<file path="src/rtl/vga_timing_gen.sv">
// VGA scan timing: pixel-enable divider, x/y scan counters and
// registered sync, visible-area and frame-start decode.
module vga_timing_gen #(
    parameter int CLK_DIV  = 4,
    parameter int H_ACTIVE = 640,
    parameter int H_FP     = 16,
    parameter int H_SYNC   = 96,
    parameter int H_BP     = 48,
    parameter int V_ACTIVE = 480,
    parameter int V_FP     = 10,
    parameter int V_SYNC   = 2,
    parameter int V_BP     = 33
) (
    input  logic       clk_i,
    input  logic       rst_i,
    output logic       pix_tick_o,
    output logic [9:0] x_o,
    output logic [9:0] y_o,
    output logic       hsync_o,
    output logic       vsync_o,
    output logic       video_on_o,
    output logic       frame_start_o
);

    localparam int H_TOTAL = H_ACTIVE + H_FP + H_SYNC + H_BP;
    localparam int V_TOTAL = V_ACTIVE + V_FP + V_SYNC + V_BP;
    localparam int DIV_W   = (CLK_DIV > 1) ? $clog2(CLK_DIV) : 1;

    localparam logic [DIV_W-1:0] DIV_LAST = DIV_W'(CLK_DIV - 1);
    localparam logic [9:0] X_LAST  = 10'(H_TOTAL - 1);
    localparam logic [9:0] Y_LAST  = 10'(V_TOTAL - 1);
    localparam logic [9:0] HS_LO   = 10'(H_ACTIVE + H_FP);
    localparam logic [9:0] HS_HI   = 10'(H_ACTIVE + H_FP + H_SYNC - 1);
    localparam logic [9:0] VS_LO   = 10'(V_ACTIVE + V_FP);
    localparam logic [9:0] VS_HI   = 10'(V_ACTIVE + V_FP + V_SYNC - 1);
    localparam logic [9:0] X_VIS   = 10'(H_ACTIVE);
    localparam logic [9:0] Y_VIS   = 10'(V_ACTIVE);

    logic [DIV_W-1:0] div_q, div_d;
    logic             tick_q, tick_d;
    logic [9:0]       x_q, x_d;
    logic [9:0]       y_q, y_d;
    logic             hs_q, hs_d;
    logic             vs_q, vs_d;
    logic             von_q, von_d;
    logic             fs_q, fs_d;

    always_comb begin
        div_d = (div_q == DIV_LAST) ? '0 : div_q + 1'b1;
        // Tick is registered so it reads 0 in the reset cycle even when CLK_DIV=1
        tick_d = (div_d == DIV_LAST);
        x_d    = x_q;
        y_d    = y_q;
        fs_d   = 1'b0;
        if (tick_q) begin
            if (x_q == X_LAST) begin
                x_d = '0;
                if (y_q == Y_LAST) begin
                    y_d  = '0;
                    fs_d = 1'b1;
                end else begin
                    y_d = y_q + 10'd1;
                end
            end else begin
                x_d = x_q + 10'd1;
            end
        end
        // Decode from next-state counters so outputs line up with x_o/y_o
        hs_d  = !((x_d >= HS_LO) && (x_d <= HS_HI));
        vs_d  = !((y_d >= VS_LO) && (y_d <= VS_HI));
        von_d = (x_d < X_VIS) && (y_d < Y_VIS);
    end

    always_ff @(posedge clk_i) begin
        if (rst_i) begin
            div_q  <= '0;
            tick_q <= 1'b0;
            x_q    <= '0;
            y_q    <= '0;
            hs_q   <= 1'b1;
            vs_q   <= 1'b1;
            von_q  <= 1'b1;
            fs_q   <= 1'b0;
        end else begin
            div_q  <= div_d;
            tick_q <= tick_d;
            x_q    <= x_d;
            y_q    <= y_d;
            hs_q   <= hs_d;
            vs_q   <= vs_d;
            von_q  <= von_d;
            fs_q   <= fs_d;
        end
    end

    assign pix_tick_o    = tick_q;
    assign x_o           = x_q;
    assign y_o           = y_q;
    assign hsync_o       = hs_q;
    assign vsync_o       = vs_q;
    assign video_on_o    = von_q;
    assign frame_start_o = fs_q;

endmodule

</file>
<file path="config.mk">
export PLATFORM = sky130hd
export DESIGN_NAME = vga_timing_gen
export DESIGN_NICKNAME = d
export VERILOG_FILES = /design/src/rtl/vga_timing_gen.sv
export SDC_FILE = /design/constraint.sdc
export NUM_CORES = 1
export LEC_CHECK = 0
export ABC_AREA = 1
export BUFFER_PORTS_ARGS = -buffer_cell sky130_fd_sc_hd__buf_2
export CAP_MARGIN = 20
export CORE_ASPECT_RATIO = 1.25
export CORE_MARGIN = 8
export CORE_UTILIZATION = 40
export CTS_CLUSTER_SIZE = 24
export DETAILED_ROUTE_END_ITERATION = 8
export GPL_TIMING_DRIVEN = 1
export SLEW_MARGIN = 25
export SYNTH_ARGS = -nofsm -noshare
export SYNTH_HDL_FRONTEND = slang
export SYNTH_SLANG_ARGS = --single-unit
</file>
<file path="constraint.sdc">
create_clock -name clk_i -period 2.6 [get_ports clk_i]
set_input_delay 0.13 -clock clk_i [delete_from_list [all_inputs] [get_ports clk_i]]
set_output_delay 0.13 -clock clk_i [all_outputs]
set_load 0.05 [all_outputs]
</file>
Yosys cells after proc, flatten, opt, wreduce, memory -nomap -nowiden
Cells that the tools add are included.

Output and inout bits: 25. Bits in registers: 27.

Bitwise operators: 2. $add $sub $neg: 3. $lt $le $gt $ge: 6. Multiplexer cells: 7. Reductions and logical operators: 6. Equality and inequality tests: 4.

Operator list (number): 10-bit 2-to-1 mux (5); 10-bit by 1-bit adder with 10-bit output (second input constant) (2); 10-bit == test (second input constant) (2); 10-bit greater-or-equal comparator (second input constant) (1); 10-bit by 9-bit greater-or-equal comparator with 1-bit output (second input constant) (1); 10-bit <= comparator (second input constant) (1); 10-bit by 9-bit <= comparator with 1-bit output (second input constant) (1); 10-bit less-than comparator (second input constant) (1); 10-bit by 9-bit less-than comparator with 1-bit output (second input constant) (1); 2-bit == test (second input constant) (2); 1-bit logical AND (3); 3-bit OR reduction (1); 2-bit by 1-bit adder with 2-bit output (second input constant) (1); 1-bit logical NOT (2); 2-bit 2-to-1 mux (1); 1-bit NOT (2); 1-bit 2-to-1 mux (1).

Logic depth before layout (Yosys ltp)
Depth in word-level cells: 7. Mapped depth: 13. Mapped depth without buffers: 13.

Worst setup path after synthesis
Ideal clock, no wire load.

Kind: flip-flop to flip-flop. Start: register x_q[1] (netlist: x_o[1]). End: register vs_q (netlist: vsync_o). Path slack: 617 ps. Arrival: 1869 ps. Required time: 2486 ps. Period minus slack after synthesis: 1983 ps. Stages on the path, launching flop included: 11. Path buffers: 0. Cells stage by stage: dfxtp_1 -> ha_1 -> nand4_2 -> nor2_4 -> nand2_4 -> nor2_4 -> nand3_1 -> nand2_1 -> nand3_1 -> nor2_1 -> nand2_1.

Word-level cells in the longest chain between the ends: 6. Elaborated cells on any way between the ends: 7.

Ends and longest elaborated chain: start, declared (RTL line 41) `logic [9:0] x_q, x_d;`; start signal, assigned (RTL line 78) `x_q <= '0;`; start signal, assigned (RTL line 87) `x_q <= x_d;`; 10-bit == test * (RTL line 56) `if (x_q == X_LAST) begin`; 10-bit 2-to-1 mux * (RTL line 56); 10-bit 2-to-1 mux * (RTL line 55) `if (tick_q) begin`; 10-bit by 9-bit greater-or-equal comparator with 1-bit output / 10-bit by 9-bit <= comparator with 1-bit output (equally long branches) (RTL line 70) `vs_d = !((y_d >= VS_LO) && (y_d <= VS_HI));`; 1-bit logical AND * (RTL line 70); 1-bit logical NOT * (RTL line 70); end signal, assigned (RTL line 90) `vs_q <= vs_d;`; end, declared (RTL line 44) `logic vs_q, vs_d;`.

Mark *: on every way between the ends. The rest lies on a longest branch, timed or not. A chain may end at the register's enable or synchronous reset.

Worst setup path in the final report
Start: register x_q[0] (netlist: x_o[0]). End: register vs_q (netlist: vsync_o).

Same word-level chain as after synthesis.

==> reports/metrics.yaml <==
outcome:
  status: "finished, final reports clean"
die:
  die_area_um2: 6090
  die_x_um: 71.4
  floorplan.initialDensity_pct: 41.2
  die_h_um: 85.3
  rows: 25
  ios: 27
  core_um2: 3720
route:
  post-route-drc-count: 0
  routed_wl_um: 3780
  ant_nets: 0
  drt_pass1_iterations: 4
  avgViaCountPerCell: 4.83
  num_vias: 1484
  wire_per_inst_um: 12.3
  dr.first_iter.drc_count: 53
place:
  dpl.cell_count: 303
  portBuffers: 26
  dpl_cell_area_um2: 1700
  hpwl_um: 3030
  place_congestion: 0.835
  dp_slack_ns: 0.792
logic_synthesis:
  netlist_top_cells_count: "nand2_1, nor2_1, inv_1"
  synth.most_common_cell: "nand2_1"
  avgSynthCellArea_um2: 6.40
  synth_ff_type: "dfxtp_1"
  ys_seq_area_share_pct: 35.2
  ys_warn_count: 0
  synthCells: 240
  synth_edf_count: 0
  syn_area_um2: 1540
  yosys.area.top_type_share_pct: 35.2
  synth-seq-cells: 27
  async_flop_share_pct: 0
  yosysUniqueCellTypes: 25
  synth_nets: 247
  yosys.area.top_type: "dfxtp_1"
  synthTopCellsByArea: "dfxtp_1, nand2_1, nor2_1"
pwr:
  power.density_nw_per_um2: 416
  vdd_drop_max_mv: 0.145
  power_mw: 0.728
  p_leak_nw: 0.860
final_layout:
  fillers: 392
  drive_above_1_share_pct: 17.2
  nets: 275
  antenna_cells: 0
  post-route-cell-area_um2: 1750
  finish.utilization_pct: 47.0
  final_cells: 307
  area_delta_synth_final_pct: 13.9
clock_tree:
  postCtsHoldBufs: 0
  cts_sinks: 27
  max-clock-path-buffers: 2
  cts_made_buffers: 3
  clk_latency_ns: 0.28
  ctsResizeCount: 0
  clk_pin_slew_ns: 0.10
  htreeDepth: 1
  root_buffer: "clkbuf_8"
  postCtsSetupBuffers: 0
  cts_tree: "yes"
sta:
  setup_tns_ns: 0
  setup_ws_ns: 0.790
  fmax_ghz: 0.552
  relSlewSlack_pct: 71.3
  fin_crit_ns: 1.81
  fin_skew_ns: 0.00430
  holdWs_ns: 0.243
  hold_viol: 0
  final-max-slew-violation-count: 0
  setup_viol: 0
  finalCritPeriodShare_pct: 69.6
  worst_pin_slew_ns: 0.430
  rsz0062_at_grt: "no"
grt:
  grt_pass1_wl_um: 6800
  antenna_found_initial: 0
  grt_use_total_pct: 13.5
  grt_start_max_net_pins: 20
  grt_pass1_vias: 1537
  grt.overflow.total: 0
setup_path:
  cp_top_family: "simple AND/OR/NAND/NOR gates"
  crit_path_frequent_cell: "nand2_1"
  critPathArrivalTime_ns: 1.99
  worst-path-buf-inv: 2
  critPathKind: "reg2reg"
  worst_setup_path_end_kind: "flip-flop"
  critPathLaunchType: "flip-flop"
  cp_max_fo: 8
  max_stage_delay_ns: 0.38
  crit_slowest_cell: "dfxtp_1"
  required_ns: 2.78
  cp_cell_sequence: "ha_1, nand4_2, nor2_4, nand2_4, clkinv_4, nand3_1, nand2_1, nand2_1, inv_1, nand2_1, nor2_1, nand2_1"
worst_hold_path:
  min_path_type: "in2reg"
job:
  cap_violations: 0
[registers in the layout, indices dropped and copies added, names as in the netlist]
register,cells
frame_start_o,1
vsync_o,1
y_o,10
video_on_o,1
hsync_o,1
div_q,2
x_o,10
pix_tick_o,1
[cell families after synthesis]
kind of cell	share of synthesized area, %
buffers and inverters	10.8
AOI/OAI and AO/OA	8.31
and+or+nand+nor	41.6
DFF	35.2
adders and majority gates	4.07
[per-layer routing]
metal	wire [µm]	vias up	part of all wire [%]	global-route usage, %
met4	110	0	2.9	6.83
li1	-	795	-	-
met3	132	11	3.5	2.48
met1	1560	655	41	14.0
met5	0	-	0	0
met2	1970	23	52	25.0
[cell usage in the layout, fill, tap and decap left out, types with 2 or more instances in the layout]
| cell type | instances |
|---|---|
| ha_1 | 5 |
| nor2_1 | 38 |
| clkbuf_8 | 3 |
| nand2_2 | 2 |
| o21ai_0 | 9 |
| nor2_2 | 4 |
| buf_2 | 26 |
| nor3_1 | 5 |
| nor2_4 | 4 |
| dfxtp_1 | 27 |
| nand3_1 | 21 |
| a21oi_1 | 8 |
| inv_1 | 37 |
| nand2_1 | 67 |
[final cells by class]
cell class              count  area [µm²]  area share (%)
flip-flops and latches     27         541            30.9
repair buffers             26         130            7.44
well taps                  40        50.0            2.86
multi-input cells         171         828            47.4
clock inverters             1        7.51           0.429
clock buffers               3        41.3            2.36
inverters                  39         151            8.66
[power breakdown]
| group | switching (mW) | internal, mW | leakage [nW] |
|---|---|---|---|
| Combinational | 0.0335 | 0.0123 | 0.620 |
| Sequential | 0.00918 | 0.421 | 0.218 |
| Clock | 0.144 | 0.109 | 0.0217 |
[worst paths after layout]
kind | from | to | slack (ns) | depth (start not counted)
setup / recovery | x_o[0]$_SDFF_PP0_ | vsync_o$_SDFF_PP1_ | 0.79 | 12
hold / removal | rst_i | div_q[1]$_SDFF_PP0_ | 0.24 | 2
setup reg to reg | x_o[0]$_SDFF_PP0_ | vsync_o$_SDFF_PP1_ | 0.79 | 12
hold reg to reg | div_q[0]$_SDFF_PP0_ | div_q[0]$_SDFF_PP0_ | 0.46 | 1
[worst reg2reg max path, delay by kind of cell, from the launching register on]
kind | cells | cell delay, ns
adder cells (fa/ha/maj) | 1 | 0.25
buffers and inverters | 2 | 0.16
flip-flops | 1 | 0.38
AND/OR/NAND/NOR | 9 | 0.94
Power figures use the tool's default switching activity.
